--- src/rtl/bcd_countdown_timer_pkg.sv ---
// Shared types and constants for the BCD countdown timer.
package countdown_pkg;

    localparam int DIGIT_W = 4;

    typedef enum logic [1:0] {
        ST_IDLE    = 2'd0,
        ST_RUN     = 2'd1,
        ST_PAUSE   = 2'd2,
        ST_EXPIRED = 2'd3
    } state_t;

endpackage

--- src/rtl/bcd_down_digit.sv ---
// One BCD-style down-counting digit with parallel load; decrement wraps 0 -> BASE-1.
module bcd_down_digit
    import countdown_pkg::*;
#(
    parameter int BASE = 10
) (
    input  logic               clk,
    input  logic               rst,
    input  logic               load,
    input  logic [DIGIT_W-1:0] din,
    input  logic               dec,
    output logic [DIGIT_W-1:0] dout,
    output logic               is_zero
);

    logic [DIGIT_W-1:0] digit_q, digit_d;

    always_comb begin
        digit_d = digit_q;
        if (load) begin
            digit_d = din;
        end else if (dec) begin
            digit_d = (digit_q == '0) ? DIGIT_W'(BASE - 1) : digit_q - 1'b1;
        end
    end

    always_ff @(posedge clk or posedge rst) begin
        if (rst) begin
            digit_q <= '0;
        end else begin
            digit_q <= digit_d;
        end
    end

    assign dout    = digit_q;
    assign is_zero = (digit_q == '0);

endmodule

--- src/rtl/bcd_countdown_timer.sv ---
// Multi-digit BCD countdown timer: FSM, prescaler and borrow chain.
// Optional COUNTDOWN_AUTO_RELOAD_EN reloads the last load value on reaching zero.
module bcd_countdown_timer
    import countdown_pkg::*;
#(
    parameter int NUM_DIGITS = 4,
    parameter int BASE       = 10,
    parameter int TICK_DIV   = 100000
) (
    input  logic                          clk,
    input  logic                          rst,
    input  logic                          load,
    input  logic [NUM_DIGITS*DIGIT_W-1:0] load_value,
    input  logic                          start,
    input  logic                          stop,
    output logic [NUM_DIGITS*DIGIT_W-1:0] count_value,
    output logic                          running,
    output logic                          done,
    output logic                          expired
);

    localparam int CW         = NUM_DIGITS * DIGIT_W;
    localparam int PW         = (TICK_DIV > 1) ? $clog2(TICK_DIV) : 1;
    localparam logic [PW-1:0] PRESC_LAST = PW'(TICK_DIV - 1);

    function automatic logic [CW-1:0] sanitize(input logic [CW-1:0] v);
        logic [CW-1:0] r;
        r = v;
        for (int k = 0; k < NUM_DIGITS; k++) begin
            if ({1'b0, v[k*DIGIT_W +: DIGIT_W]} >= 5'(BASE)) begin
                r[k*DIGIT_W +: DIGIT_W] = DIGIT_W'(BASE - 1);
            end
        end
        return r;
    endfunction

    state_t          state_q;
    logic [PW-1:0]   presc_q;
    logic            running_q, done_q, expired_q;

    logic [CW-1:0]         load_san;
    logic [CW-1:0]         digit_din;
    logic                  digit_load;
    logic                  reload;
    logic                  tick;
    logic                  count_zero;
    logic                  count_one;
    logic [NUM_DIGITS-1:0] digit_zero;
    logic [NUM_DIGITS:0]   lower_zero;
    logic [NUM_DIGITS-1:0] digit_dec;

    assign load_san   = sanitize(load_value);
    assign count_zero = lower_zero[NUM_DIGITS];
    assign count_one  = (count_value == CW'(1));

    // stop and load both pre-empt a pending tick
    assign tick = (state_q == ST_RUN) && (presc_q == PRESC_LAST) && !stop && !load;

    assign lower_zero[0] = 1'b1;
    for (genvar k = 0; k < NUM_DIGITS; k++) begin : g_chain
        assign lower_zero[k+1] = lower_zero[k] & digit_zero[k];
        assign digit_dec[k]    = tick & lower_zero[k];
    end

`ifdef COUNTDOWN_AUTO_RELOAD_EN
    logic [CW-1:0] shadow_q;

    always_ff @(posedge clk or posedge rst) begin
        if (rst) begin
            shadow_q <= '0;
        end else if (load) begin
            shadow_q <= load_san;
        end
    end

    assign reload     = tick && count_one && (shadow_q != '0);
    assign digit_load = load | reload;
    assign digit_din  = load ? load_san : shadow_q;
`else
    assign reload     = 1'b0;
    assign digit_load = load;
    assign digit_din  = load_san;
`endif

    for (genvar k = 0; k < NUM_DIGITS; k++) begin : g_digit
        bcd_down_digit #(
            .BASE(BASE)
        ) u_digit (
            .clk    (clk),
            .rst    (rst),
            .load   (digit_load),
            .din    (digit_din[k*DIGIT_W +: DIGIT_W]),
            .dec    (digit_dec[k]),
            .dout   (count_value[k*DIGIT_W +: DIGIT_W]),
            .is_zero(digit_zero[k])
        );
    end

    always_ff @(posedge clk or posedge rst) begin
        if (rst) begin
            state_q   <= ST_IDLE;
            presc_q   <= '0;
            running_q <= 1'b0;
            done_q    <= 1'b0;
            expired_q <= 1'b0;
        end else begin
            done_q <= 1'b0;
            if (load) begin
                state_q   <= ST_IDLE;
                presc_q   <= '0;
                running_q <= 1'b0;
                expired_q <= 1'b0;
            end else begin
                case (state_q)
                    ST_IDLE, ST_PAUSE: begin
                        if (state_q == ST_IDLE) begin
                            presc_q <= '0;
                        end
                        if (!stop && start && !count_zero) begin
                            state_q   <= ST_RUN;
                            running_q <= 1'b1;
                        end
                    end
                    ST_RUN: begin
                        if (stop) begin
                            state_q   <= ST_PAUSE;
                            running_q <= 1'b0;
                        end else if (presc_q == PRESC_LAST) begin
                            presc_q <= '0;
                            if (count_one) begin
                                done_q <= 1'b1;
                                if (!reload) begin
                                    state_q   <= ST_EXPIRED;
                                    running_q <= 1'b0;
                                    expired_q <= 1'b1;
                                end
                            end
                        end else begin
                            presc_q <= presc_q + 1'b1;
                        end
                    end
                    default: begin
                        presc_q <= '0;
                    end
                endcase
            end
        end
    end

    assign running = running_q;
    assign done    = done_q;
    assign expired = expired_q;

endmodule

--- config.mk ---
export PLATFORM = sky130hd
export DESIGN_NAME = bcd_countdown_timer
export DESIGN_NICKNAME = d
export VERILOG_FILES = /design/src/rtl/bcd_countdown_timer_pkg.sv /design/src/rtl/bcd_down_digit.sv /design/src/rtl/bcd_countdown_timer.sv
export SDC_FILE = /design/constraint.sdc
export NUM_CORES = 1
export LEC_CHECK = 0
export ABC_AREA = 1
export BUFFER_PORTS_ARGS = -buffer_cell sky130_fd_sc_hd__buf_4
export CORE_MARGIN = 1
export CORE_UTILIZATION = 35
export DETAILED_ROUTE_END_ITERATION = 10
export HOLD_SLACK_MARGIN = 0.15
export PLACE_DENSITY = 0.52
export SYNTH_ARGS = -nofsm -noshare
export SYNTH_HDL_FRONTEND = slang
export SYNTH_SLANG_ARGS = --single-unit
--- constraint.sdc ---
create_clock -name clk -period 1.4 [get_ports clk]
set_clock_uncertainty 0.1 [all_clocks]
set_input_delay 0 -clock clk [delete_from_list [all_inputs] [get_ports clk]]
set_output_delay 0 -clock clk [all_outputs]
set_load 0.05 [all_outputs]
# ---- Word level (Yosys, flattened, before mapping)
# Index checks and enable logic that the tools add are counted.
dict set report word_totals {
  reg_bits 38
  inputBits 21
  out_inout_bits 19
  elab_cells 102
}
dict set report classes {
  add_sub_neg 5
  magnitude_cmp 4
  n_eq_ne 10
  muxes 43
  bitwise 6
  reduce_logical 25
}
# cell n
set ops {}
lappend ops {{$mux 17} 4}
lappend ops {{$mux 4} 16}
lappend ops {{$pmux 17 s2} 1}
lappend ops {{$add 17x1->17 const B} 1}
lappend ops {{$eq 17x17->1 const B} 1}
lappend ops {{$eq 16x1->1 const B} 1}
lappend ops {{$ge 4x4->1 const B} 4}
lappend ops {{$logic_not 4->1} 4}
lappend ops {{$sub 4x1->4 const B} 4}
lappend ops {{$mux 1} 15}
lappend ops {{$reduce_bool 2->1} 7}
lappend ops {{$mux 2} 5}
lappend ops {{$ne 3x3->1 const B} 3}
lappend ops {{$reduce_and 4->1} 2}
lappend ops {{$and 1x1->1} 6}
lappend ops {{$logic_and 1x1->1} 5}
lappend ops {{$ne 4x3->1 const B} 1}
lappend ops {{$ne 4x4->1 const B} 1}
lappend ops {{$pmux 2 s2} 1}
lappend ops {{$logic_not 1->1} 3}
lappend ops {{$reduce_bool 3->1} 1}
lappend ops {{$eq 2x1->1 const B} 1}
lappend ops {{$eq 2x2->1 const B} 1}
lappend ops {{$logic_not 2->1} 1}
lappend ops {{4 further kinds} 4}

# ---- Depth between registers and ports, before layout
dict set report depth {
  depth_word 9
  depth_mapped 10
  ltp_nobuf 10
}

# ---- Cells and area by module
# A second synthesis with hierarchy kept.
dict set report hier_totals {
  hier_cells 382
  area_unflattened_um2 2565.0
}
# module instances cells_per_inst area_each_um2 seq_area_each_um2
set modules_own_cells {}
lappend modules_own_cells {bcd_countdown_timer 1 246 1624.1 550.5}
lappend modules_own_cells {bcd_down_digit 4 34 235.2 100.1}

# ---- Worst setup path before layout
# OpenSTA, ideal clock, no wires.
dict set report synth_timing {
  path_type {register -> register}
  startpoint {reg g_digit[2].u_digit.digit_q[0]}
  endpoint {reg running_q (netlist: running)}
  setup_ps 119
  arrival_time_ps 1519
  required_time_ps 1181
  path_slack_ps -339
  path_stages_with_launch 11
  path_buffers 0
  synth_period_minus_slack_ps 1739
  path_cell_list {dfrtp_1 -> nor2_1 -> nand2_1 -> nor2_1 -> nand2_1 -> nor2_1 -> nand2_1 -> nand2_2 -> nand2_1 -> nand2_1 -> nand2_1}
}
dict set report synth_between {
  elab_chain_len 7
  elab_cells_between_ends 9
  cone_classes {eq/ne: 3; bitwise: 2; reduce/logical: 4}
}
# element line
set synth_rtl {}
lappend synth_rtl {{start: declaration} bcd_down_digit.sv:16} ;# logic [DIGIT_W-1:0] digit_q, digit_d;
lappend synth_rtl {{start signal: assignment} bcd_down_digit.sv:31} ;# digit_q <= digit_d;
lappend synth_rtl {{$logic_not 4->1} bcd_down_digit.sv:36} ;# assign is_zero = (digit_q == '0);
lappend synth_rtl {{$and 1x1->1 (2 in a row)} bcd_countdown_timer.sv:61} ;# assign lower_zero[k+1] = lower_zero[k] & digit_zero[k];
lappend synth_rtl {{$logic_not 1->1} bcd_countdown_timer.sv:119} ;# if (!stop && start && !count_zero) begin
lappend synth_rtl {{$logic_and 1x1->1} bcd_countdown_timer.sv:119}
lappend synth_rtl {{$ne 3x3->1 (no line)} --}
lappend synth_rtl {{$reduce_and 4->1 (no line) *} --}
lappend synth_rtl {{end signal: assignment} bcd_countdown_timer.sv:121} ;# running_q <= 1'b1;
lappend synth_rtl {{end signal: assignment} bcd_countdown_timer.sv:127} ;# running_q <= 1'b0;
lappend synth_rtl {{end signal: assignment} bcd_countdown_timer.sv:134} ;# running_q <= 1'b0;
lappend synth_rtl {{end: declaration} bcd_countdown_timer.sv:39} ;# logic running_q, done_q, expired_q;
# Every way passes the cells marked *; elsewhere a longest branch is shown, timed or not.
# A chain may end at the register's enable or synchronous reset.

# ---- Worst setup path after layout
dict set report layout_timing {
  startpoint {reg presc_q[1]}
  endpoint {reg presc_q[10]}
}
dict set report layout_between {
  elab_chain_len 5
  elab_cells_between_ends 6
  cone_classes {add/sub: 1; eq/ne: 1; mux: 4}
}
# element line
set layout_rtl {}
lappend layout_rtl {{start: declaration} bcd_countdown_timer.sv:38} ;# logic [PW-1:0] presc_q;
lappend layout_rtl {{start signal: assignment} bcd_countdown_timer.sv:139} ;# presc_q <= presc_q + 1'b1;
lappend layout_rtl {{$add 17x1->17 / $eq 17x17->1 (equally long branches)} {bcd_countdown_timer.sv:139, bcd_countdown_timer.sv:128}}
lappend layout_rtl {{$mux 17 *} bcd_countdown_timer.sv:128} ;# end else if (presc_q == PRESC_LAST) begin
lappend layout_rtl {{$mux 17 *} bcd_countdown_timer.sv:125} ;# if (stop) begin
lappend layout_rtl {{$pmux 17 s2 *} bcd_countdown_timer.sv:114} ;# case (state_q)
lappend layout_rtl {{$mux 17 *} bcd_countdown_timer.sv:108} ;# if (load) begin
# Every way passes the cells marked *; elsewhere a longest branch is shown, timed or not. The select of a mux whose other input is x is not followed.

==> results.py <==
metrics = {
    "floorplanning": {
        "die_height_um": 85.39,
        "start_util_pct": 36.02,
        "core_um2": 6756,
        "design.portCount": 40,
        "rows": 30,
        "die-area_um2": 7291,
        "die_x_um": 85.39,
    },
    "clock_tree": {
        "path_clk_slew_ns": 0.08,
        "cts_buffers": 5,
        "cts_tree": "built",
        "clock-root-buffer": "clkbuf_8",
        "cts_buffer_depth": 2,
        "htree_levels": 2,
        "clk_latency_ns": 0.30,
        "cts_num_sinks": 38,
    },
    "worst_setup_path": {
        "r2r_slack_ns": -0.33,
        "crit_fanout": 9,
        "cp_slowest_cell": "dfrtp_1",
        "critPathCaptureType": "register",
        "worstPathArrival_ns": 1.82,
        "timing.rr.end": "presc_q[10]",
        "endpoint": "presc_q[10]",
        "cp-start-kind": "register",
        "cp_top_family": "simple AND/OR/NAND/NOR gates",
        "crit_buf_inv": 1,
        "crit_cells": 9,
        "r2r_cells": 9,
        "cpPeakStageDelay_ns": 0.35,
        "path_cells": "ha_2 > nand2_2 > nor2_4 > nand3_4 > buf_4 > o21ai_4 > nand2_4 > o21ai_1 > nor2_1",
        "worstSetupPathType": "register to register",
        "crit_start": "presc_q[1]",
        "r2r_start": "presc_q[1]",
        "cp.required_ns": 1.49,
    },
    "sta": {
        "hold_viol": 0,
        "maxSlewHeadroom_pct": 65.96,
        "rsz0062_at_grt": "true",
        "period_minus_slack_ns": 1.730,
        "worst_slew_pin_slew_ns": 0.5106,
        "hold_slack_ns": 0.1706,
        "slew_viol_final": 0,
        "period_share_pct": 123.6,
        "fin_ws_ns": -0.3304,
        "fmax_mhz": 577.9,
        "setup_violations": 38,
    },
    "finish": {
        "area_growth_pct": 59.59,
        "n_fill_cell": 644,
        "fin_nets": 515,
        "diodes": 0,
        "layout_commonest_cell": "buf_4",
        "drive_above_1_share_pct": 37.04,
        "layout_common_cells": "buf_4, nand2_1, nor2_1",
    },
    "logic_synthesis": {
        "synth_flop_cell": "dfrtp_1",
        "ys_seq_area_share_pct": 39.07,
        "syn_area_per_cell_um2": 6.933,
        "async_reset_ff_share_pct": 100.0,
        "yosysUniqueCellTypes": 36,
        "synth_cells": 351,
        "syn-cell-area_um2": 2434,
        "syn_nets": 373,
        "synth_top_area_share_pct": 39.07,
        "yosysTopAreaCell": "dfrtp_1",
        "yosys_warnings": 0,
        "ys_ff_latch": 38,
        "synth-edff-count": 0,
        "synth_area_leaders": "dfrtp_1, nand2_1, nor2_1",
    },
    "route": {
        "via_count": 2730,
        "viasPerCell": 4.756,
        "wire_per_inst_um": 12.33,
        "drc": 0,
        "wl_um": 7077,
        "drtPass1Iterations": 4,
        "drt_iter0_drc": 72,
        "detail-route-antenna-nets": 0,
    },
    "pwr": {
        "total_power_w": 0.004216,
        "p_switching_w": 0.001683,
        "p_leak_nw": 1.864,
        "p_int_w": 0.002533,
        "power_frac_comb_pct": 49.1,
        "ir_drop_v": 0.0004797,
        "swShare_pct": 39.92,
        "powerDensity_nw_per_um2": 1086,
        "seq_power_share_pct": 31.9,
        "clkPwrFrac_pct": 19.0,
    },
    "min_path": {
        "min_from": "start",
        "hold_class": "input pin to register",
        "whs_path_depth": 6,
    },
    "run_status": {
        "violations": "setup timing",
        "status": "complete, but fails checks",
    },
    "place": {
        "io_buffer_count": 39,
        "place.gp.congestion": 0.8798,
        "hpwl_um": 5031,
        "dp_slack_ns": -0.2851,
    },
    "global_route": {
        "grt_pass1_vias": 2584,
        "antenna_found_initial": 0,
        "grt.total_usage_pct": 20.56,
        "grt_pass1_wl_um": 11790,
        "grt_max_degree": 39,
        "overflow": 0,
    },
    "run": {
        "maxCapViolCount": 0,
    },
}
-- routing by layer --
layer / wire, um / vias up / global-route usage, %
met5: 0 / - / 0
met4: 96 / 0 / 5.909
met3: 265 / 7 / 3.891
met2: 3277 / 54 / 32.92
met1: 3438 / 1252 / 28.43
li1: - / 1417 / -
-- logic make-up after synthesis --
logic type,after synthesis,synth area share (%)
simple gates,216,40.00
buf+inv,48,8.277
compound gates,43,10.33
flops,38,39.07
xor+xnor,5,1.799
fa+ha+maj,1,0.5141
-- state kept, by name (all words and copies together), names as in the netlist --
name / cells
done: 1
running: 1
g_digit.u_digit.dout: 16
presc_q: 17
expired: 1
state_q: 2
-- synthesized netlist by cell type, types with 2 or more instances --
| library cell | instances |
|---|---|
| o21ai_0 | 21 |
| inv_1 | 39 |
| dfrtp_1 | 38 |
| buf_6 | 2 |
| inv_2 | 3 |
| a22oi_1 | 2 |
| nor2_4 | 2 |
| a21oi_1 | 8 |
| nand2_2 | 5 |
| nand3_1 | 33 |
| o21ai_1 | 4 |
| o211ai_1 | 2 |
| nand3b_1 | 2 |
| nor2_1 | 52 |
| nand2_1 | 97 |
| xor2_1 | 5 |
| nor3_1 | 6 |
| nand3_2 | 2 |
| nor2_2 | 4 |
| or2_2 | 2 |
| nand4_2 | 2 |
| nand4_1 | 6 |
-- cell type report --
type	count	area [um^2]	area share (%)
tap	80	100.1	2.577
inverter	43	168.9	4.349
clock inverter	1	5.005	0.1289
timing repair buffer	139	1122	28.90
clock buffer	7	86.33	2.223
sequential	38	969.7	24.97
multi-input combinational	266	1431	36.86
-- what timing repair did --
action | 4_1_cts | 5_1_grt
resized for setup | 10 | 9
setup buffers | 2 | 2
pin swaps | 2 | 10
gates cloned | 0 | 1
endpoints found under the hold margin | 59 | 5
hold buffers | 23 | 2
setup endpoints to repair | 38 | 38
-- worst min-delay path by stage --
stage	slack, ns	end
global route	0.21	expired
detailed placement	0.07	presc_q[1]
floorplan	0.06	done
global placement	0.07	presc_q[3]
finish	0.17	state_q[0]
CTS	0.05	presc_q[1]
-- metrics by stage --
step	area, um^2	setup TNS (ns)	utilization [%]	std cells
floorplan	2517	-3.435	-	351
global placement	3421	-6.401	50.63	536
detailed placement	3421	-8.045	50.63	536
CTS	3809	-7.234	56.37	569
global route	3884	-14.21	57.48	574
finish	3884	-9.681	57.48	574
-- power groups by stage --
stage | Sequential, W | Combinational (W) | Clock [W]
after floorplan | 0.00170 | 0.000748 | 0
after global placement | 0.00136 | 0.00193 | 0
after detailed placement | 0.00137 | 0.00192 | 0
after CTS | 0.00134 | 0.00205 | 0.000828
after global routing | 0.00136 | 0.00225 | 0.000867
final | 0.00134 | 0.00207 | 0.000802
-- worst reg2reg max path: cells and delay by family, from the launching register on --
kind / cells / cell delay [ns]
buf+inv: 1 / 0.16
fa+ha+maj: 1 / 0.19
compound gates: 2 / 0.30
flops: 1 / 0.35
simple gates: 5 / 0.52
No activity file was read; power rests on OpenSTA's default activity.
